`src/rtl/pipe_ctrl_pkg.sv`:
```
// Shared constants for the diad pipeline controller: default geometry,
// stage indices used by the core when raising a flush, and a popcount helper.
package pipe_ctrl_pkg;

  localparam int PIPE_DEPTH    = 8;
  localparam int HBIT_PIPE_IDX = 2;
  localparam int SIZE_PIPE_CNT = 32;

  // Stage indices for the default 8-register diad pipe (IA first, WB last).
  typedef enum logic [2:0] {
    STG_IA = 3'd0,
    STG_ID = 3'd1,
    STG_RD = 3'd2,
    STG_EX = 3'd3,
    STG_M1 = 3'd4,
    STG_M2 = 3'd5,
    STG_WR = 3'd6,
    STG_WB = 3'd7
  } stage_e;

  // Number of set bits in a vector of up to 16 valid flags.
  function automatic logic [4:0] popcount16(input logic [15:0] v);
    logic [4:0] n;
    n = 5'd0;
    for (int k = 0; k < 16; k++) begin
      n = n + {4'd0, v[k]};
    end
    return n;
  endfunction

endpackage

```
`src/rtl/pipe_ctrl_if.sv`:
```
// Handshake bundle between the core (master) and the pipeline controller (slave).
interface pipe_ctrl_if
  import pipe_ctrl_pkg::*;
#(
  parameter int DEPTH = PIPE_DEPTH,
  parameter int IDX_W = HBIT_PIPE_IDX + 1,
  parameter int CNT_W = SIZE_PIPE_CNT
);

  logic               iw_issue;
  logic [DEPTH-1:0]   iw_stall_req;
  logic               iw_flush;
  logic [IDX_W-1:0]   iw_flush_stg;

  logic [DEPTH-1:0]   ow_valid;
  logic [DEPTH-1:0]   ow_adv;
  logic [DEPTH-1:0]   ow_bubble;
  logic               ow_issue_ack;
  logic               ow_retire;
  logic               ow_stall_any;
  logic [IDX_W:0]     ow_occ;
  logic [CNT_W-1:0]   ow_cyc_cnt;
  logic [CNT_W-1:0]   ow_ret_cnt;
  logic [CNT_W-1:0]   ow_stl_cnt;
  logic [CNT_W-1:0]   ow_fl_cnt;

  modport master (
    output iw_issue, iw_stall_req, iw_flush, iw_flush_stg,
    input  ow_valid, ow_adv, ow_bubble, ow_issue_ack, ow_retire, ow_stall_any, ow_occ,
    input  ow_cyc_cnt, ow_ret_cnt, ow_stl_cnt, ow_fl_cnt
  );

  modport slave (
    input  iw_issue, iw_stall_req, iw_flush, iw_flush_stg,
    output ow_valid, ow_adv, ow_bubble, ow_issue_ack, ow_retire, ow_stall_any, ow_occ,
    output ow_cyc_cnt, ow_ret_cnt, ow_stl_cnt, ow_fl_cnt
  );

endinterface

```
`src/rtl/pipe_ctrl_cnt.sv`:
```
// Saturating event counter: counts enabled cycles and sticks at all-ones.
module pipe_ctrl_cnt #(
  parameter int CNT_W = 32
) (
  input  logic             iw_clk,
  input  logic             iw_rst,
  input  logic             en,
  output logic [CNT_W-1:0] cnt
);

  // Count up on enable until the all-ones ceiling, then hold.
  always_ff @(posedge iw_clk or posedge iw_rst) begin
    if (iw_rst) begin
      cnt <= {CNT_W{1'b0}};
    end else if (en && (cnt != {CNT_W{1'b1}})) begin
      cnt <= cnt + CNT_W'(1);
    end else begin
      cnt <= cnt;
    end
  end

endmodule

```
`src/rtl/pipe_ctrl.sv`:
```
// Pipeline occupancy/advance controller for the diad core.
// Tracks one valid bit per pipeline register (0 = IA output, DEPTH-1 = WB output),
// resolves stalls and flushes into per-register load enables and bubble inserts.
// SQUEEZE=1 lets empty registers absorb upstream work instead of freezing the
// whole upstream pipe.
// Optional feature macro: PIPE_CTRL_PERF_EN builds four saturating perf counters;
// without it the counter ports are tied to zero and no counter flops exist.
module pipe_ctrl
  import pipe_ctrl_pkg::*;
#(
  parameter int DEPTH   = PIPE_DEPTH,
  parameter int IDX_W   = HBIT_PIPE_IDX + 1,
  parameter int SQUEEZE = 0,
  parameter int CNT_W   = SIZE_PIPE_CNT
) (
  input  logic     iw_clk,
  input  logic     iw_rst,
  pipe_ctrl_if.slave pif
);

  localparam logic [IDX_W:0]   DEPTH_W  = (IDX_W + 1)'(DEPTH);
  localparam logic [IDX_W-1:0] LAST_IDX = IDX_W'(DEPTH - 1);

  logic [DEPTH-1:0] valid_r;
  logic [DEPTH-1:0] req_s;
  logic [DEPTH-1:0] hold_s;
  logic [DEPTH-1:0] next_s;
  logic [IDX_W-1:0] fstg_s;

  // Stall requests on empty registers carry no meaning.
  assign req_s = pif.iw_stall_req & valid_r;

  // Walk from WB back to IA so each register sees whether its consumer holds.
  always_comb begin
    logic carry;
    hold_s = {DEPTH{1'b0}};
    carry  = 1'b0;
    for (int i = DEPTH - 1; i >= 0; i--) begin
      if (SQUEEZE != 0) begin
        hold_s[i] = valid_r[i] & (req_s[i] | carry);
      end else begin
        hold_s[i] = req_s[i] | carry;
      end
      carry = hold_s[i];
    end
  end

  // Out-of-range flush index means the oldest register.
  always_comb begin
    if ({1'b0, pif.iw_flush_stg} >= DEPTH_W) begin
      fstg_s = LAST_IDX;
    end else begin
      fstg_s = pif.iw_flush_stg;
    end
  end

  for (genvar g = 0; g < DEPTH; g++) begin : g_stage
    localparam logic [IDX_W-1:0] G_IDX = IDX_W'(g);
    logic in_s;
    logic nf_s;

    if (g == 0) begin : g_head
      assign in_s = pif.iw_issue & ~pif.iw_flush;
    end else begin : g_body
      assign in_s = valid_r[g-1] & ~hold_s[g-1];
    end

    assign nf_s = hold_s[g] ? valid_r[g] : in_s;

    // Younger registers are squashed; the flusher stays only if it cannot leave.
    assign next_s[g] = !pif.iw_flush       ? nf_s :
                       (fstg_s > G_IDX)    ? 1'b0 :
                       (fstg_s == G_IDX)   ? hold_s[g] :
                                             nf_s;
  end

  // Valid bits; reset empties the pipe immediately.
  always_ff @(posedge iw_clk or posedge iw_rst) begin
    if (iw_rst) begin
      valid_r <= {DEPTH{1'b0}};
    end else begin
      valid_r <= next_s;
    end
  end

  assign pif.ow_valid     = valid_r;
  assign pif.ow_adv       = ~hold_s;
  assign pif.ow_bubble    = ~hold_s & ~next_s;
  assign pif.ow_issue_ack = ~hold_s[0] & pif.iw_issue & ~pif.iw_flush;
  assign pif.ow_retire    = valid_r[DEPTH-1] & ~req_s[DEPTH-1];
  assign pif.ow_stall_any = |req_s;
  assign pif.ow_occ       = (IDX_W + 1)'(popcount16(16'(valid_r)));

`ifdef PIPE_CTRL_PERF_EN
  logic [CNT_W-1:0] cyc_cnt_s;
  logic [CNT_W-1:0] ret_cnt_s;
  logic [CNT_W-1:0] stl_cnt_s;
  logic [CNT_W-1:0] fl_cnt_s;

  pipe_ctrl_cnt #(.CNT_W(CNT_W)) u_cyc_cnt (
    .iw_clk (iw_clk), .iw_rst (iw_rst), .en (1'b1),             .cnt (cyc_cnt_s)
  );
  pipe_ctrl_cnt #(.CNT_W(CNT_W)) u_ret_cnt (
    .iw_clk (iw_clk), .iw_rst (iw_rst), .en (pif.ow_retire),    .cnt (ret_cnt_s)
  );
  pipe_ctrl_cnt #(.CNT_W(CNT_W)) u_stl_cnt (
    .iw_clk (iw_clk), .iw_rst (iw_rst), .en (pif.ow_stall_any), .cnt (stl_cnt_s)
  );
  pipe_ctrl_cnt #(.CNT_W(CNT_W)) u_fl_cnt (
    .iw_clk (iw_clk), .iw_rst (iw_rst), .en (pif.iw_flush),     .cnt (fl_cnt_s)
  );

  assign pif.ow_cyc_cnt = cyc_cnt_s;
  assign pif.ow_ret_cnt = ret_cnt_s;
  assign pif.ow_stl_cnt = stl_cnt_s;
  assign pif.ow_fl_cnt  = fl_cnt_s;
`else
  assign pif.ow_cyc_cnt = {CNT_W{1'b0}};
  assign pif.ow_ret_cnt = {CNT_W{1'b0}};
  assign pif.ow_stl_cnt = {CNT_W{1'b0}};
  assign pif.ow_fl_cnt  = {CNT_W{1'b0}};
`endif

endmodule
```
`src/flat_wrapper.sv`:
```
// flat-port wrapper written by rule: the top's interface ports become plain ports
module pipe_ctrl_flat import pipe_ctrl_pkg::*;
#(
  parameter int DEPTH   = PIPE_DEPTH,
  parameter int IDX_W   = HBIT_PIPE_IDX + 1,
  parameter int SQUEEZE = 0,
  parameter int CNT_W   = SIZE_PIPE_CNT
)
  (iw_clk, iw_rst, pif_iw_issue, pif_iw_stall_req, pif_iw_flush, pif_iw_flush_stg, pif_ow_valid, pif_ow_adv, pif_ow_bubble, pif_ow_issue_ack, pif_ow_retire, pif_ow_stall_any, pif_ow_occ, pif_ow_cyc_cnt, pif_ow_ret_cnt, pif_ow_stl_cnt, pif_ow_fl_cnt);
  pipe_ctrl_if #(.DEPTH(DEPTH), .IDX_W(IDX_W), .CNT_W(CNT_W)) pif_i ();
  input  logic iw_clk;
  input  logic iw_rst;
  input wire logic [$bits(pif_i.iw_issue)-1:0] pif_iw_issue;
  input wire logic [$bits(pif_i.iw_stall_req)-1:0] pif_iw_stall_req;
  input wire logic [$bits(pif_i.iw_flush)-1:0] pif_iw_flush;
  input wire logic [$bits(pif_i.iw_flush_stg)-1:0] pif_iw_flush_stg;
  output wire logic [$bits(pif_i.ow_valid)-1:0] pif_ow_valid;
  output wire logic [$bits(pif_i.ow_adv)-1:0] pif_ow_adv;
  output wire logic [$bits(pif_i.ow_bubble)-1:0] pif_ow_bubble;
  output wire logic [$bits(pif_i.ow_issue_ack)-1:0] pif_ow_issue_ack;
  output wire logic [$bits(pif_i.ow_retire)-1:0] pif_ow_retire;
  output wire logic [$bits(pif_i.ow_stall_any)-1:0] pif_ow_stall_any;
  output wire logic [$bits(pif_i.ow_occ)-1:0] pif_ow_occ;
  output wire logic [$bits(pif_i.ow_cyc_cnt)-1:0] pif_ow_cyc_cnt;
  output wire logic [$bits(pif_i.ow_ret_cnt)-1:0] pif_ow_ret_cnt;
  output wire logic [$bits(pif_i.ow_stl_cnt)-1:0] pif_ow_stl_cnt;
  output wire logic [$bits(pif_i.ow_fl_cnt)-1:0] pif_ow_fl_cnt;
  assign pif_i.iw_issue = pif_iw_issue;
  assign pif_i.iw_stall_req = pif_iw_stall_req;
  assign pif_i.iw_flush = pif_iw_flush;
  assign pif_i.iw_flush_stg = pif_iw_flush_stg;
  assign pif_ow_valid = pif_i.ow_valid;
  assign pif_ow_adv = pif_i.ow_adv;
  assign pif_ow_bubble = pif_i.ow_bubble;
  assign pif_ow_issue_ack = pif_i.ow_issue_ack;
  assign pif_ow_retire = pif_i.ow_retire;
  assign pif_ow_stall_any = pif_i.ow_stall_any;
  assign pif_ow_occ = pif_i.ow_occ;
  assign pif_ow_cyc_cnt = pif_i.ow_cyc_cnt;
  assign pif_ow_ret_cnt = pif_i.ow_ret_cnt;
  assign pif_ow_stl_cnt = pif_i.ow_stl_cnt;
  assign pif_ow_fl_cnt = pif_i.ow_fl_cnt;
  pipe_ctrl #(.DEPTH(DEPTH), .IDX_W(IDX_W), .SQUEEZE(SQUEEZE), .CNT_W(CNT_W)) u_core (.iw_clk(iw_clk), .iw_rst(iw_rst), .pif(pif_i));
endmodule
```
`config.mk`:
```
export PLATFORM = sky130hd
export DESIGN_NAME = pipe_ctrl_flat
export DESIGN_NICKNAME = d
export VERILOG_FILES = /design/src/rtl/pipe_ctrl_pkg.sv /design/src/rtl/pipe_ctrl_if.sv /design/src/rtl/pipe_ctrl_cnt.sv /design/src/rtl/pipe_ctrl.sv /design/src/flat_wrapper.sv
export SDC_FILE = /design/constraint.sdc
export NUM_CORES = 1
export LEC_CHECK = 0
export BUFFER_PORTS_ARGS = -buffer_cell sky130_fd_sc_hd__buf_2
export CAP_MARGIN = 5
export CORE_MARGIN = 2
export CORE_UTILIZATION = 35
export DETAILED_ROUTE_END_ITERATION = 8
export PLACE_DENSITY_LB_ADDON = 0.08
export SYNTH_ARGS = -nofsm -noshare
export SYNTH_HDL_FRONTEND = slang
export SYNTH_SLANG_ARGS = --single-unit
```
`constraint.sdc`:
```
create_clock -name iw_clk -period 8.7 [get_ports iw_clk]
set_input_delay 1.74 -clock iw_clk [delete_from_list [all_inputs] [get_ports iw_clk]]
set_output_delay 1.74 -clock iw_clk [all_outputs]
set_load 0.05 [all_outputs]
```
**After elaboration in Yosys (flattened, before gate mapping)**

Index checks and enable logic that the tools add are counted.

- Register bits after elaboration: 8
- Output and inout port bits: 159

- Add/sub/neg operators: 7
- Magnitude comparators: 8
- Eq/ne operators: 7
- Mux-type cells: 32
- Bitwise gates (word level): 31
- Reductions and logical operators: 2

Operator list:

| cell | count |
|---|---|
| 1-bit 2-to-1 mux | 32 |
| 4-bit by 1-bit adder with 4-bit output | 6 |
| 8-bit bitwise AND | 2 |
| 8-bit inverter | 2 |
| 3-bit equality test, second input constant | 4 |
| 3-bit greater-than comparator, second input constant | 4 |
| 1-bit bitwise AND | 11 |
| 1-bit inverter | 9 |
| 8-bit OR reduction | 1 |
| 1-bit OR | 7 |
| 3-bit by 2-bit equality test with 1-bit output, second input constant | 2 |
| 3-bit by 1-bit greater-than comparator with 1-bit output, second input constant | 2 |
| 3-bit by 2-bit greater-than comparator with 1-bit output, second input constant | 2 |
| 3-bit by 1-bit equality test with 1-bit output, second input constant | 1 |
| 3-bit zero test | 1 |
| 1-bit by 1-bit adder with 2-bit output | 1 |

**Longest topological paths before layout**

Gate-level depths: netlist of the first run.

- Depth after elaboration: 16
- Mapped depth: 8

**Least setup slack after synthesis of the first run**

No wires, ideal clock.

- Kind: input to output
- From: input port pif_iw_stall_req[5]
- To: output port pif_ow_bubble[0]
- Data arrival time: 5.372 ns
- Required time: 6.960 ns
- Path slack: 1.588 ns
- Stages: 3
- Path buffers: 0
- Cell sequence: a222oi_1 -> nand4_2 -> a21oi_1

- Cells in the longest elaborated chain, start to end: 13

RTL lines:

| item | line | RTL |
|---|---|---|
| start: declaration | flat_wrapper.sv:14 | `input wire logic [$bits(pif_i.iw_stall_req)-1:0] pif_iw_stall_req;` |
| 8-bit bitwise AND * | pipe_ctrl.sv:31 | `assign req_s = pif.iw_stall_req & valid_r;` |
| 1-bit OR * (6 in a row) | pipe_ctrl.sv:42 | `hold_s[i] = req_s[i] \| carry;` |
| 1-bit 2-to-1 mux | pipe_ctrl.sv:68 | `assign nf_s = hold_s[g] ? valid_r[g] : in_s;` |
| 1-bit 2-to-1 mux | pipe_ctrl.sv:73 | `(fstg_s == G_IDX) ? hold_s[g] :` |
| 1-bit 2-to-1 mux | pipe_ctrl.sv:72 | `(fstg_s > G_IDX) ? 1'b0 :` |
| 1-bit 2-to-1 mux | pipe_ctrl.sv:71 | `assign next_s[g] = !pif.iw_flush ? nf_s :` |
| 8-bit inverter | pipe_ctrl.sv:88 | `assign pif.ow_bubble = ~hold_s & ~next_s;` |
| 8-bit bitwise AND * | pipe_ctrl.sv:88 |  |
| end: declaration | flat_wrapper.sv:19 | `output wire logic [$bits(pif_i.ow_bubble)-1:0] pif_ow_bubble;` |

Every way passes the cells marked *; elsewhere a longest branch is shown, timed or not.

**Final worst setup path of the first run**

- From: input port pif_iw_stall_req[5]
- To: output port pif_ow_issue_ack

- Cells in the longest elaborated chain, start to end: 10

RTL lines:

| item | line | RTL |
|---|---|---|
| 8-bit bitwise AND | pipe_ctrl.sv:31 |  |
| 1-bit OR (6 in a row) | pipe_ctrl.sv:42 |  |
| 1-bit inverter | pipe_ctrl.sv:89 | `assign pif.ow_issue_ack = ~hold_s[0] & pif.iw_issue & ~pif.iw_flush;` |
| 1-bit bitwise AND (2 in a row) | pipe_ctrl.sv:89 |  |
| end: declaration | flat_wrapper.sv:20 | `output wire logic [$bits(pif_i.ow_issue_ack)-1:0] pif_ow_issue_ack;` |

No other way between the ends.

==> results of run 1 <==
-- layer usage --
layer / part of all wire / global-route usage / vias up
met5: 0 / 0 / -
met2: 0.46 / 0.1647 / 98
met1: 0.41 / 0.1476 / 547
met4: 0.018 / 0.05357 / 0
li1: - / - / 557
met3: 0.11 / 0.01205 / 5
-- logic make-up (layout without fill, tap and decap cells) --
kind of cell,count (synthesis),after routing,share of synthesized area
xor+xnor,1,1,0.004987
fa+ha+maj,7,7,0.06696
buf+inv,147,64,0.5940
flops,8,8,0.1140
other cells,1,128,0.002135
mux,2,2,0.01140
simple gates,33,33,0.1068
compound gates,27,27,0.09972
-- worst max path at each step --
stage / startpoint / slack (ns) / depth (start not counted) / end
detailed placement: pif_iw_stall_req[5] / 3.37 / 6 / pif_ow_issue_ack
floorplan: pif_iw_stall_req[5] / 1.59 / 3 / pif_ow_bubble[0]
global placement: pif_iw_stall_req[5] / 3.43 / 6 / pif_ow_issue_ack
global route: pif_iw_stall_req[5] / 3.12 / 5 / pif_ow_bubble[2]
CTS: pif_iw_stall_req[5] / 3.36 / 6 / pif_ow_issue_ack
finish: pif_iw_stall_req[5] / 3.40 / 6 / pif_ow_issue_ack
-- metrics by stage --
step | cell area (um^2) | setup slack, ns
floorplan | 2233 | 1.588
global placement | 1559 | 3.427
detailed placement | 1559 | 3.367
CTS | 1600 | 3.363
global route | 1600 | 3.118
finish | 1600 | 3.401
-- cell type report --
| cell class | instances | share of cell area |
|---|---|---|
| Multi-Input combinational cell | 198 | 0.6185 |
| Timing Repair Buffer | 45 | 0.1407 |
| Sequential cell | 8 | 0.1251 |
| Tap cell | 67 | 0.05238 |
| Inverter | 16 | 0.03753 |
| Clock buffer | 3 | 0.02580 |
-- layout by cell type, fill, tap and decap left out, types with 3 or more instances in the layout --
cell type and instances:
conb_1 128, buf_2 45, inv_1 15, nand2_1 11, dfrtp_1 8, o21ai_0 6
a21oi_1 5, nand3_1 5, and3_1 4, fa_1 4, a22oi_1 3, o21a_1 3
a31oi_1 3, ha_1 3, clkbuf_8 3
-- power groups by stage --
stage | clock network [uW] | logic (uW) | registers [uW]
final | 45.9 | 265 | 45.7
after global routing | 49.7 | 279 | 46.4
after CTS | 47.4 | 266 | 45.8
after detailed placement | 0 | 265 | 46.3
after global placement | 0 | 266 | 46.3
after floorplan | 0 | 272 | 55.6
==> qor.csv, run 1 <==
metric,value,unit
switchingPower,253.6,uW
cts_root_buf,clkbuf_8,
areaGrowthSynthToFinish,-8.903,%
die_area,5602,um^2
min_period_over_period,0.6090,
wl,3215,um
initial_utilization,0.3671,
cp_slowest_cell,a222oi_1,
diodes,0,
pwr-share-seq,0.128,
cts_setup_buffers,0,
tns,0,ns
ys_top_cells_by_area,"buf_4 (55%), dfrtp_1 (11%), fa_1 (4.6%)",
max_stage_delay,0.86,ns
ant_nets,0,
reg2regPathDepth,4,
place_hpwl,2747,um
r2r_start,u_core.pif.ow_valid[5]$_DFF_PP0_,
grt_pass1_wl,4498,um
ys_ff_latch,8,
cts.clk_slew.worst_paths,0.05,ns
pwr-share-comb,0.744,
crit_top_cell,buf_2,
relSlewSlack,0.3517,
cts-htree-levels,1,
clock_latency,0.23,ns
switching_share,0.7108,
cts_inserted_buffers,3,
core_region_area,4786,um^2
route.detailed.drc,0,
start_kind,primary input,
path_max_fanout,7,
synthTopCellsByCount,"buf_4 (129), inv_1 (15), nand2_1 (11)",
wire_per_inst,9.540,um
dr.pass1.iters,4,
avgSynthCellArea,7.773,um^2
post-place-cells,334,
critPathRequiredTime,6.96,ns
instances_no_fill,337,
crit_buf_inv,3,
cts_resized,0,
hp-class,reg -> reg,
cts.sinks,8,
skew,0.007980,ns
grt_max_degree,12,
final-setup-viol-count,0,
outcome,finished clean,
synth.cell_area,1757,um^2
path_delay_family,compound AO/OA/AOI/OAI gates,
hold_viol,0,
worst-endpoint-arrival,3.56,ns
r2r-end,u_core.pif.ow_valid[0]$_DFF_PP0_,
cts_hold_buf,0,
antenna_found_initial,0,
tightest_slew,0.9724,ns
regArea,200.2,um^2
crit_type,in -> out,
synthArstFlopShare,1.000,
yosys.area.top_type,buf_4,
final_util,0.3344,
max-cap-violations,0,
ys_types,34,
reg2reg_slack,6.64,ns
cts_tree,yes,
grt_overflow_total,0,
vdd_drop_max,0.00008714,V
via_count,1207,
largest_reg_flops,8,
die_height,74.85,um
drive_above_1_share,0.1852,
whs,0.6051,ns
synth.yosys.seq_area_share,0.1140,
p_clk_frac,0.129,
clock_path_buffers,2,
multi_input_area,989.7,um^2
p_per_area,223.0,nW/um^2
rows,25,
synth_edf_count,0,
routabilityCongestion,0.7322,
grt_use_total,0.1069,
synthFlopType,dfrtp_1,
holdPathEnd,u_core.pif.ow_valid[5]$_DFF_PP0_,
max_freq,188.7,MHz
rsz0062_at_grt,false,
grt_pass1_vias,881,
initialDrtViolationCount,38,
yosysWarnings,0,
pin_count,174,
fillers,551,
die_w,74.85,um
vias_per_cell,3.582,
post-synth-top-area-fraction,0.5513,
holdPathStages,1,
crit_chain,buf_2 -> a222oi_1 -> nand4_2 -> inv_2 -> and3_1 -> buf_2,
synthCells,226,
hold_path_startpoint,u_core.pif.ow_valid[5]$_DFF_PP0_,
final_max_slew_viol_count,0,
power.leakage,0.001002,uW
p_int,103.2,uW
p_total,356.8,uW
final_nets,294,
port_buffers,45,
end_kind,primary output,
fin_crit,5.299,ns
synth_most_common_cell,buf_4,
Note: power is estimated with default switching activity, not from simulation.
==> inputs of run 2 (changes only) <==
==> constraint.sdc (replaced) <==
create_clock -name iw_clk -period 5.5 [get_ports iw_clk]
set_input_delay 1.1 -clock iw_clk [delete_from_list [all_inputs] [get_ports iw_clk]]
set_output_delay 1.1 -clock iw_clk [all_outputs]
set_load 0.05 [all_outputs]
==> run 2 against run 1 <==
Against the previous run: non-clock buffer count increased by 1; largest cell class unchanged; critical path depth increased by 3; first-iteration DRC count increased by 42%; clock power increased by 60%.
==> qor.csv, run 2 (synthesis results as in run 1) <==
metric,value,unit
p_total,568.3,uW
crit_buf_inv,3,
design_area,1615,um^2
pwr-share-seq,0.126,
ant_nets,0,
rows,25,
die_w,74.85,um
relSlewSlack,0.6235,
max_freq,231.2,MHz
crit_chain,fa_1 -> inv_1 -> fa_1 -> fa_1 -> inv_1 -> ha_1 -> fa_1 -> xor2_1 -> buf_2,
critPathRequiredTime,4.40,ns
grt_overflow_total,0,
max_stage_delay,0.55,ns
wire_per_inst,9.509,um
crit_type,reg -> out,
rsz0062_at_grt,false,
die_height,74.85,um
final_max_slew_viol_count,0,
holdPathStages,1,
final_cell_mix,"conb_1 (128), buf_2 (45), inv_1 (15), nand2_1 (11), dfrtp_1 (8)",
hp-class,reg -> reg,
cts_resized,0,
max-cap-violations,0,
cts_setup_buffers,0,
path_depth,9,
end_kind,primary output,
die_area,5602,um^2
cts.sinks,8,
skew,0.002906,ns
cts_hold_buf,0,
tns,0,ns
whs,0.5835,ns
crit_top_cell,fa_1,
cts_inserted_buffers,3,
via_count,1206,
final_nets,295,
initialDrtViolationCount,54,
final_common_cell,conb_1,
routabilityCongestion,0.7467,
switchingPower,403.2,uW
hold_viol,0,
reg2regPathDepth,5,
path_delay_family,adder cells,
cts_root_buf,clkbuf_8,
worst-endpoint-arrival,3.22,ns
largest_reg_flops,8,
outcome,finished clean,
antenna_found_initial,0,
grt_use_total,0.1008,
setup_slack,1.175,ns
dp_slack,1.407,ns
grt_pass1_vias,909,
cts.clk_slew.worst_paths,0.05,ns
clock_latency,0.23,ns
p_int,165.1,uW
port_buffers,45,
final-setup-viol-count,0,
p_per_area,351.8,nW/um^2
route.detailed.drc,0,
p_clk_frac,0.129,
power.leakage,0.001007,uW
diodes,0,
cts_tree,yes,
areaGrowthSynthToFinish,-8.048,%
place_hpwl,2799,um
grt_max_degree,12,
vias_per_cell,3.568,
place_area,1574,um^2
vdd_drop_max,0.0001490,V
tightest_slew,0.5647,ns
drive_above_1_share,0.1956,
initial_utilization,0.3671,
path_max_fanout,5,
cp_slowest_cell,fa_1,
wl,3214,um
pwr-share-comb,0.745,
pin_count,174,
core_region_area,4786,um^2
grt_pass1_wl,4360,um
min_period_over_period,0.7863,
switching_share,0.7095,
clock_path_buffers,2,
fin_crit,4.325,ns
start_kind,flip-flop,
dr.pass1.iters,4,
cts-htree-levels,1,
run 2: changes by cell type in the layout (fill, tap and decap cells not counted):
cell / previous run / this run
a21oi_1: 5 / 4
inv_4: 0 / 1
a21oi_2: 0 / 1
inv_2: 1 / 0
buf_4: 0 / 1
and3_1: 4 / 3
and3_2: 0 / 1
run 2: per-stage QoR:
| step | cells | utilization |
|---|---|---|
| after floorplan | 353 | - |
| after detailed placement | 335 | 0.3289 |
| final | 338 | 0.3375 |
| after CTS | 338 | 0.3375 |
| after global routing | 338 | 0.3375 |
| after global placement | 335 | 0.3289 |
run 2: per-layer routing:
metal | wire [um] | vias to the layer above | share of wire | GRT usage
met4 | 34 | 0 | 0.011 | 0.04167
met2 | 1552 | 97 | 0.48 | 0.1637
li1 | - | 566 | - | -
met1 | 1271 | 541 | 0.40 | 0.1353
met5 | 0 | - | 0 | 0
met3 | 355 | 2 | 0.11 | 0.01205
run 2: power groups by stage:
stage / combinational, uW / sequential [uW] / clock (uW)
final: 423 / 71.6 / 73.5
after global routing: 446 / 72.7 / 75.8
after CTS: 424 / 71.6 / 73.9
after detailed placement: 423 / 72.5 / 0
after global placement: 426 / 72.1 / 0
after floorplan: 432 / 88.0 / 0
run 2: path summary, 6_finish.rpt:
kind / start / end / slack [ns]
hold / removal: u_core.pif.ow_valid[5]$_DFF_PP0_ / u_core.pif.ow_valid[5]$_DFF_PP0_ / 0.58
setup / recovery: u_core.pif.ow_valid[0]$_DFF_PP0_ / pif_ow_occ[2] / 1.18
max in group asynchronous: iw_rst / u_core.pif.ow_valid[7]$_DFF_PP0_ / 4.41
hold reg to reg: u_core.pif.ow_valid[5]$_DFF_PP0_ / u_core.pif.ow_valid[5]$_DFF_PP0_ / 0.58
min in group asynchronous: iw_rst / u_core.pif.ow_valid[1]$_DFF_PP0_ / 0.83
setup reg to reg: u_core.pif.ow_valid[5]$_DFF_PP0_ / u_core.pif.ow_valid[0]$_DFF_PP0_ / 3.86
run 2: final cells by class:
cell class,count,area [um^2]
tap,67,83.83
timing repair buffer,46,232.7
fill,549,3171
clock buffer,3,41.29
inverter,16,62.56
sequential,8,200.2
multi-input combinational,198,994.7
